===== config.mk =====
export PLATFORM = sky130hd
export DESIGN_NAME = tx_arb
export DESIGN_NICKNAME = d
export VERILOG_FILES = /design/src/rtl/tx_arb_pkg.sv /design/src/rtl/tx_arb_pick.sv /design/src/rtl/tx_arb.sv
export SDC_FILE = /design/constraint.sdc
export NUM_CORES = 1
export LEC_CHECK = 0
export BUFFER_PORTS_ARGS = -buffer_cell sky130_fd_sc_hd__buf_2
export CAP_MARGIN = 20
export CORE_AREA = 2 2 193 195
export CTS_CLUSTER_SIZE = 12
export DETAILED_ROUTE_END_ITERATION = 10
export DIE_AREA = 0 0 195 197
export REMOVE_ABC_BUFFERS = 1
export SLEW_MARGIN = 20
export SYNTH_ARGS = -nofsm -noshare
export SYNTH_HDL_FRONTEND = slang
export SYNTH_HIERARCHICAL = 1
export SYNTH_SLANG_ARGS = --single-unit

===== constraint.sdc =====
create_clock -name clk -period 5.7 [get_ports clk]
set_clock_uncertainty 0.1 [all_clocks]
set_input_delay 0.855 -clock clk [delete_from_list [all_inputs] [get_ports clk]]
set_output_delay 0.855 -clock clk [all_outputs]
set_load 0.005 [all_outputs]

===== src/rtl/tx_arb_pkg.sv =====
// Shared definitions for the two-port MAC TX arbiter: word layout, word codes, FSM encoding
// and parameter defaults.
package tx_arb_pkg;

    localparam int unsigned DataW = 134;

    localparam logic [1:0] CodeHead = 2'b01;
    localparam logic [1:0] CodeMid  = 2'b11;
    localparam logic [1:0] CodeTail = 2'b10;

    localparam int unsigned MaxConsecDef = 4;
    localparam int unsigned StartToDef   = 16;

    typedef enum logic [2:0] {
        StIdle,
        StGrant0,
        StGrant1,
        StXfer0,
        StXfer1,
        StGap
    } state_e;

endpackage


===== src/rtl/tx_arb_pick.sv =====
// Port selection for tx_arb: strict priority to port 0, with port 1 forced through after
// MaxConsec back-to-back port-0 grants made while it was waiting.
module tx_arb_pick
    import tx_arb_pkg::*;
#(
    parameter int unsigned MaxConsec = MaxConsecDef
) (
    input  logic clk_i,
    input  logic rst_ni,
    input  logic req0_i,
    input  logic req1_i,
    input  logic grant_i,
    output logic sel1_o
);

    localparam logic [2:0] ConsecMax = 3'(MaxConsec);

    logic [2:0] consec_q, consec_d;

    always_comb begin
        sel1_o   = req1_i && (!req0_i || (consec_q == ConsecMax));
        consec_d = consec_q;
        if (grant_i) begin
            // Only port-0 grants that made port 1 wait count towards starvation.
            if (sel1_o || !req1_i) begin
                consec_d = '0;
            end else begin
                consec_d = consec_q + 3'd1;
            end
        end
    end

    always_ff @(posedge clk_i or negedge rst_ni) begin
        if (!rst_ni) begin
            consec_q <= '0;
        end else begin
            consec_q <= consec_d;
        end
    end

endmodule


===== src/rtl/tx_arb.sv =====
// Two-port packet arbiter merging the PTP TX engine (port 0) and the data path (port 1)
// into one MAC TX stream, with one-cycle registered forwarding and error/packet statistics.
module tx_arb
    import tx_arb_pkg::*;
#(
    parameter int unsigned MAX_CONSEC = MaxConsecDef,
    parameter int unsigned START_TO   = StartToDef
) (
    input  logic             clk,
    input  logic             rst_n,
    input  logic             in0_req,
    output logic             in0_ready,
    input  logic             in0_data_wr,
    input  logic [DataW-1:0] in0_data,
    input  logic             in0_valid_wr,
    input  logic             in0_valid,
    input  logic             in1_req,
    output logic             in1_ready,
    input  logic             in1_data_wr,
    input  logic [DataW-1:0] in1_data,
    input  logic             in1_valid_wr,
    input  logic             in1_valid,
    output logic             out_data_wr,
    output logic [DataW-1:0] out_data,
    output logic             out_valid_wr,
    output logic             out_valid,
    input  logic             out_ready,
    output logic [31:0]      pkt_cnt0,
    output logic [31:0]      pkt_cnt1,
    output logic [15:0]      err_cnt
);

    localparam int unsigned TmoW    = (START_TO > 1) ? $clog2(START_TO) : 1;
    localparam logic [TmoW-1:0] TmoLast = TmoW'(START_TO - 1);

    state_e           state_q, state_d;
    logic [TmoW-1:0]  tmo_q, tmo_d;
    logic             rdy0_q, rdy0_d, rdy1_q, rdy1_d;
    logic             odwr_q, odwr_d, ovwr_q, ovwr_d, ovld_q, ovld_d;
    logic [DataW-1:0] odata_q, odata_d;
    logic [31:0]      pkt0_q, pkt0_d, pkt1_q, pkt1_d;
    logic [15:0]      err_q, err_d;

    logic             grant, sel1, err_hit;
    logic             gnt1, granted;
    logic             g_dwr, g_vwr, g_vld, o_dwr, o_vwr;
    logic [DataW-1:0] g_data;

    tx_arb_pick #(
        .MaxConsec (MAX_CONSEC)
    ) u_pick (
        .clk_i   (clk),
        .rst_ni  (rst_n),
        .req0_i  (in0_req),
        .req1_i  (in1_req),
        .grant_i (grant),
        .sel1_o  (sel1)
    );

    always_comb begin
        gnt1    = (state_q == StGrant1) || (state_q == StXfer1);
        granted = gnt1 || (state_q == StGrant0) || (state_q == StXfer0);
        g_dwr   = gnt1 ? in1_data_wr  : in0_data_wr;
        g_data  = gnt1 ? in1_data     : in0_data;
        g_vwr   = gnt1 ? in1_valid_wr : in0_valid_wr;
        g_vld   = gnt1 ? in1_valid    : in0_valid;
        o_dwr   = gnt1 ? in0_data_wr  : in1_data_wr;
        o_vwr   = gnt1 ? in0_valid_wr : in1_valid_wr;
    end

    always_comb begin
        state_d = state_q;
        tmo_d   = tmo_q;
        rdy0_d  = 1'b0;
        rdy1_d  = 1'b0;
        odwr_d  = 1'b0;
        odata_d = odata_q;
        ovwr_d  = 1'b0;
        ovld_d  = ovld_q;
        pkt0_d  = pkt0_q;
        pkt1_d  = pkt1_q;
        grant   = 1'b0;
        err_hit = 1'b0;

        case (state_q)
            StIdle: begin
                if (out_ready && (in0_req || in1_req)) begin
                    grant = 1'b1;
                    tmo_d = '0;
                    if (sel1) begin
                        rdy1_d  = 1'b1;
                        state_d = StGrant1;
                    end else begin
                        rdy0_d  = 1'b1;
                        state_d = StGrant0;
                    end
                end
            end
            StGrant0, StGrant1: begin
                if (g_dwr && (g_data[DataW-1:DataW-2] == CodeHead)) begin
                    odwr_d  = 1'b1;
                    odata_d = g_data;
                    state_d = gnt1 ? StXfer1 : StXfer0;
                end else begin
                    // Anything but a head word from the granted source is dropped.
                    if (g_dwr || g_vwr) begin
                        err_hit = 1'b1;
                    end
                    if (tmo_q == TmoLast) begin
                        err_hit = 1'b1;
                        state_d = StIdle;
                    end else begin
                        tmo_d = tmo_q + TmoW'(1);
                    end
                end
            end
            StXfer0, StXfer1: begin
                if (g_dwr) begin
                    odwr_d  = 1'b1;
                    odata_d = g_data;
                    if (g_data[DataW-1:DataW-2] == CodeHead) begin
                        err_hit = 1'b1;
                    end
                end
                if (g_vwr) begin
                    ovwr_d  = 1'b1;
                    ovld_d  = g_vld;
                    state_d = StGap;
                    if (gnt1) begin
                        pkt1_d = pkt1_q + 32'd1;
                    end else begin
                        pkt0_d = pkt0_q + 32'd1;
                    end
                end
            end
            StGap: begin
                state_d = StIdle;
            end
            default: begin
                state_d = StIdle;
            end
        endcase

        if (granted) begin
            if (o_dwr || o_vwr) begin
                err_hit = 1'b1;
            end
        end else if (in0_data_wr || in0_valid_wr || in1_data_wr || in1_valid_wr) begin
            err_hit = 1'b1;
        end

        err_d = (err_hit && (err_q != 16'hFFFF)) ? err_q + 16'd1 : err_q;
    end

    always_ff @(posedge clk or negedge rst_n) begin
        if (!rst_n) begin
            state_q <= StIdle;
            tmo_q   <= '0;
            rdy0_q  <= 1'b0;
            rdy1_q  <= 1'b0;
            odwr_q  <= 1'b0;
            odata_q <= '0;
            ovwr_q  <= 1'b0;
            ovld_q  <= 1'b0;
            pkt0_q  <= '0;
            pkt1_q  <= '0;
            err_q   <= '0;
        end else begin
            state_q <= state_d;
            tmo_q   <= tmo_d;
            rdy0_q  <= rdy0_d;
            rdy1_q  <= rdy1_d;
            odwr_q  <= odwr_d;
            odata_q <= odata_d;
            ovwr_q  <= ovwr_d;
            ovld_q  <= ovld_d;
            pkt0_q  <= pkt0_d;
            pkt1_q  <= pkt1_d;
            err_q   <= err_d;
        end
    end

    assign in0_ready    = rdy0_q;
    assign in1_ready    = rdy1_q;
    assign out_data_wr  = odwr_q;
    assign out_data     = odata_q;
    assign out_valid_wr = ovwr_q;
    assign out_valid    = ovld_q;
    assign pkt_cnt0     = pkt0_q;
    assign pkt_cnt1     = pkt1_q;
    assign err_cnt      = err_q;

endmodule


### Word level (Yosys, flattened, before mapping)

Cells that the tools add are included.

| operators by class | value |
|---|---|
| add/sub/neg operators | 5 |
| equal/unequal tests | 15 |
| multiplexer cells | 43 |
| bitwise logic cells | 1 |
| reductions and logical operators | 28 |

Operators with widths:

| cell | number |
|---|---|
| $mux 134 | 3 |
| $pmux 134 s2 | 1 |
| $add 32x1->32 const B | 2 |
| $mux 1 | 25 |
| $mux 3 | 6 |
| $add 16x1->16 const B | 1 |
| $ne 16x16->1 const B | 1 |
| $mux 4 | 3 |
| $ne 2x2->1 const B | 6 |
| $reduce_and 3->1 | 4 |
| $logic_or 1x1->1 | 11 |
| $pmux 3 s3 | 1 |
| $pmux 4 s2 | 1 |
| $eq 3x2->1 const B | 2 |
| $eq 3x3->1 const B | 2 |
| $add 4x1->4 const B | 1 |
| $eq 4x4->1 const B | 1 |
| $logic_and 1x1->1 | 4 |
| $pmux 1 s2 | 2 |
| $reduce_and 4->1 | 1 |
| $reduce_bool 2->1 | 2 |
| $reduce_or 2->1 | 2 |
| $add 3x1->3 const B | 1 |
| $eq 3x1->1 const B | 1 |
| 7 further kinds | 8 |

| storage, ports and cells | value |
|---|---|
| register bits | 229 |
| bits of input ports | 279 |
| output and inout port bits | 219 |
| word-level logic and storage cells | 104 |

### Longest topological paths before layout

| logic depth | value |
|---|---|
| depth in word-level cells | 11 |
| depth in mapped cells | 9 |
| gate-level depth less buffers | 7 |

### By module

Netlist, hierarchy kept.

By module, submodules not included:

| module | instances | cells each | area an instance (um2) | sequential area each (um2) |
|---|---|---|---|---|
| tx_arb | 1 | 1148 | 10486.3 | 5655.4 |
| tx_arb_pick | 1 | 19 | 196.4 | 75.1 |

### Worst setup path before layout

No wires, ideal clock.

| path | value |
|---|---|
| path kind | in2reg |
| start | input in1_data[133] |
| end | register err_q[1], in the netlist err_cnt[1] |
| library setup time | 0.125 ns |
| arrival | 2.179 ns |
| data required time | 5.475 ns |
| path slack | 3.296 ns |
| cell stages on the path | 5 |
| path buffers | 0 |
| cell sequence | nand3b_1 > mux2i_4 > o221a_2 > o21ai_2 > mux2_2 |

| between the ends | value |
|---|---|
| longest elaborated chain between the ends | 8 |
| elaborated cells between the ends (all ways) | 11 |
| those cells by class | 1 x eq/ne; 8 x mux; 2 x reduce/logical |

Ends and longest elaborated chain:

| element | RTL line | RTL |
|---|---|---|
| start: declaration | tx_arb.sv:20 | `input logic [DataW-1:0] in1_data,` |
| $mux 134 (*) | tx_arb.sv:64 | `g_data = gnt1 ? in1_data : in0_data;` |
| $eq 2x1->1 (*) | tx_arb.sv:100, tx_arb.sv:121 |  |
| $mux 1 or $logic_and 1x1->1 (tied branches) | tx_arb.sv:121, tx_arb.sv:100 |  |
| $mux 1 (on tied branches) | tx_arb.sv:118, tx_arb.sv:100 |  |
| $pmux 1 s2 (*) | tx_arb.sv:85 | `case (state_q)` |
| $mux 1 (on tied branches) | tx_arb.sv:148, tx_arb.sv:145 |  |
| $mux 1 (*) | tx_arb.sv:144 | `if (granted) begin` |
| $logic_and 1x1->1 (*) | tx_arb.sv:152 | `err_d = (err_hit && (err_q != 16'hFFFF)) ? err_q + 16'd1 : err_q;` |
| end signal: assignment | tx_arb.sv:179 | `err_q <= err_d;` |
| end: declaration | tx_arb.sv:42 | `logic [15:0] err_q, err_d;` |

Mark *: on every way between the ends. The rest lies on a longest branch, timed or not.
A chain may end at the register's enable or synchronous reset.

### Worst setup path after layout

| path | value |
|---|---|
| start | register state_q[1] |
| end | register err_q[14], in the netlist err_cnt[14] |

| between the ends | value |
|---|---|
| longest elaborated chain between the ends | 11 |
| elaborated cells between the ends (all ways) | 28 |
| those cells by class | 5 x eq/ne; 14 x mux; 9 x reduce/logical |

Ends and longest elaborated chain:

| element | RTL line | RTL |
|---|---|---|
| start: declaration | tx_arb.sv:36 | `state_e state_q, state_d;` |
| start signal: assignment | tx_arb.sv:157 | `state_q <= StIdle;` |
| start signal: assignment | tx_arb.sv:169 | `state_q <= state_d;` |
| $eq 3x2->1 or $eq 3x3->1 (tied branches) | tx_arb.sv:61, tx_arb.sv:85 |  |
| $logic_or 1x1->1 | tx_arb.sv:61 | `gnt1 = (state_q == StGrant1) \|\| (state_q == StXfer1);` |
| $mux 1 (on tied branches) | tx_arb.sv:63, tx_arb.sv:65 |  |
| $logic_or 1x1->1 | tx_arb.sv:106 | `if (g_dwr \|\| g_vwr) begin` |
| $mux 1 | tx_arb.sv:106 |  |
| $mux 1 | tx_arb.sv:109 | `if (tmo_q == TmoLast) begin` |
| $mux 1 | tx_arb.sv:100 | `if (g_dwr && (g_data[DataW-1:DataW-2] == CodeHead)) begin` |
| $pmux 1 s2 | tx_arb.sv:85 |  |
| $mux 1 (on tied branches) | tx_arb.sv:148, tx_arb.sv:145 |  |
| $mux 1 (*) | tx_arb.sv:144 |  |
| $logic_and 1x1->1 (*) | tx_arb.sv:152 |  |

Marks and branches as above.

==> key figures <==
Outcome
  • Outcome: completed

Floorplanning
  • Starting density of the core: 0.295
  • Height of the die: 197 um
  • Total core area: 36300 sq um
  • Core Rows: 70
  • Die width: 195 um
  • DIE AREA: 38400 sq um
  • Io pins: 498

Logic synthesis
  • Synthesized area per cell: 9.15 sq um
  • Post-synth EDFFs: 0
  • Post-synth top area cell: dfrtp_1
  • Ys Warns: 6
  • Post-synthesis sequential area ratio: 0.536
  • Synth top area cells: dfrtp_1 (54%), nand2_1 (11%), a31oi_1 (8.0%)
  • Mapped Cells: 1167
  • Post-synth top cells: nand2_1 (317), dfrtp_1 (229), nor2_1 (152), a31oi_1 (136), xnor2_1 (57)
  • Prevailing post-synth register cell: dfrtp_1
  • Post-synthesis cell type count: 59
  • Post-Syn Area: 10700 sq um
  • Synth Register Bits: 229
  • Most common cell in the netlist: nand2_1
  • Asr flop ratio synth: 1.00
  • Synth top area share: 0.536

Place
  • # port buffers: 497
  • Area after DPL: 13500 sq um
  • Post-DP HPWL: 24.3 mm
  • Final GP Congestion: 0.831

Global routing
  • First-pass GRT wire length: 51.7 mm
  • Largest net degree at the start of global routing: 150
  • Vias in the first global route: 9565
  • Routing usage on met1: 0.214
  • Grt total ovfl: 0
  • GR Util met3: 0.0262
  • Initial antenna violation count: 1
  • GRT Util Overall: 0.165
  • M2 GR Usage: 0.279
  • Most Crowded Layer GR: met2

Clock network
  • Root Driver: clkbuf_16
  • Post-CTS Resized: 0
  • Clock tree from TritonCTS: done
  • Hold buffer count at CTS: 0
  • Clk pin slew, worst setup/hold paths: 0.06 ns
  • Max Root-Sink Buffers: 3
  • Num CTS Buffers: 27
  • Clock sinks: 229
  • Clock Latency Late Sink: 0.54 ns
  • Post-CTS Setup Bufs: 0
  • H-tree levels: 1

Critical path
  • CP delay by family, top: compound AO/OA/AOI/OAI gates
  • Worst-path cell chain: xnor2_1 > or2_4 > o221ai_2 > a2111oi_2 > mux2_2
  • Setup crit start kind: flop
  • Crit Path Max Fanout: 70
  • Crit. End Element: flop
  • Worst Path Arrival: 3.63 ns
  • CP required: 6.02 ns
  • CP max stage cell: or2_4
  • Worst path bufs/invs: 0
  • Setup CP Type: reg -> reg
  • Max incr delay on CP: 0.76 ns

STA
  • Fin. max-slew vios: 0
  • Max Clk Rate: 302 MHz
  • RSZ-0062 raised after global routing: false
  • Hold Worst Slack: 0.165 ns
  • Slew @ Worst Pin: 0.994 ns
  • Final Setup Violations: 0
  • Fin Setup TNS: 0 ns
  • Slew headroom: 0.335
  • Fin. Hold Viols: 0
  • Final worst path period share: 0.581
  • Period minus WS final: 3.31 ns

Drt
  • Drt wl/cell: 15.7 um
  • Vias per cell: 4.78
  • Number of vias after detailed routing: 10100
  • First DRT Iteration DRCs: 498
  • Drt total wl: 33.3 mm
  • Antenna viol nets, final: 0
  • Drt drc: 0
  • Drt pass-1 iters: 5

Run
  • Maxcap violations: 0

Power and ir drop
  • P per Cell Area: 470 nW/um^2
  • Max VDD drop: 0.288 mV
  • Leak: 7.07 nW
  • Total power: 6.81 mW

Final layout
  • Layout cell share with drive strength beyond 1: 0.347
  • Area Growth Syn to Fin: 35.6%
  • Post-route cell area: 14500 sq um
  • Final Util: 0.400
  • Layout Nets: 1915

Worst hold path
  • Min-delay worst type: in -> async
-- stage by stage --
stage	setup slack [ns]	std cells
after floorplan	-1.28	1097
after global placement	2.43	2069
after detailed placement	2.36	2069
after CTS	2.32	2118
after global routing	2.13	2119
final	2.39	2119
-- cells by family (layout without fill, tap and decap cells) --
kind of cell / after synthesis / after routing / share of synthesized area
buffers and inverters: 83 / 566 / 0.0349
AO/OA/AOI/OAI: 181 / 181 / 0.113
adder cells (fa/ha/maj): 6 / 6 / 0.00703
other: 0 / 1 / 0
AND/OR/NAND/NOR: 581 / 581 / 0.234
flip-flops: 229 / 229 / 0.536
XOR/XNOR: 73 / 73 / 0.0598
multiplexers: 14 / 14 / 0.0150
-- final cells by class --
class	instances	area [sq um]
Clock inverter	12	164
Multi-Input combinational cell	855	4600
Timing Repair Buffer	504	2590
Antenna cell	1	2.50
Sequential cell	229	5730
Clock buffer	37	773
Fill cell	3704	21800
Tap cell	468	586
Inverter	13	48.8
-- path summary, 6_finish.rpt --
check	start	endpoint	slack, ns	cells past startpoint
setup / recovery	state_q[1]$_DFFE_PN0P_	err_cnt[14]$_DFFE_PN0P_	2.39	5
hold / removal	rst_n	out_data[57]$_DFFE_PN0P_	0.16	1
setup reg to reg	state_q[1]$_DFFE_PN0P_	err_cnt[14]$_DFFE_PN0P_	2.39	5
hold reg to reg	pkt_cnt0[31]$_DFFE_PN0P_	pkt_cnt0[31]$_DFFE_PN0P_	0.37	1
max in group asynchronous	rst_n	pkt_cnt1[13]$_DFFE_PN0P_	4.17	2
min in group clk	pkt_cnt0[31]$_DFFE_PN0P_	pkt_cnt0[31]$_DFFE_PN0P_	0.37	1
-- per-layer routing --
layer  vias to the layer above  share of wire
li1                       4910              -
met1                      4786           0.42
met2                       362           0.48
met3                        61          0.062
met4                         0          0.029
met5                         -              0
-- registers in the layout, indices dropped and copies added, names as in the netlist, 3 cells and up --
register and flops:
tmo_q 4, err_cnt 16, pkt_cnt1 32, state_q 3, u_pick/consec_q 3, out_data 134
pkt_cnt0 32
-- cell usage in the layout, fill, tap and decap left out, types with 3 or more instances in the layout --
master,instances
nand2b_1,5
nand4_1,23
clkinv_2,7
nor2b_1,3
bufinv_16,4
clkbuf_16,27
xor2_1,16
mux2_2,6
xnor2_1,57
a21oi_1,7
nand3_1,23
clkbuf_1,4
and3b_1,3
dfrtp_1,229
buf_2,496
clkbuf_8,6
nand3b_1,3
o22ai_1,3
nand2_1,317
ha_1,6
nor2_1,151
buf_4,4
mux2i_1,7
o21ai_0,9
a211oi_1,5
nor3_1,7
and3_1,15
a31oi_1,136
and4_1,8
buf_12,3
and2_1,7
inv_1,13
-- report_power, final --
part,switching [mW],leakage [nW],internal (mW)
clock,0.689,0.469,1.12
combinational,1.35,3.87,1.04
sequential,0.400,2.73,2.21
Note: power is estimated with default switching activity, not from simulation.
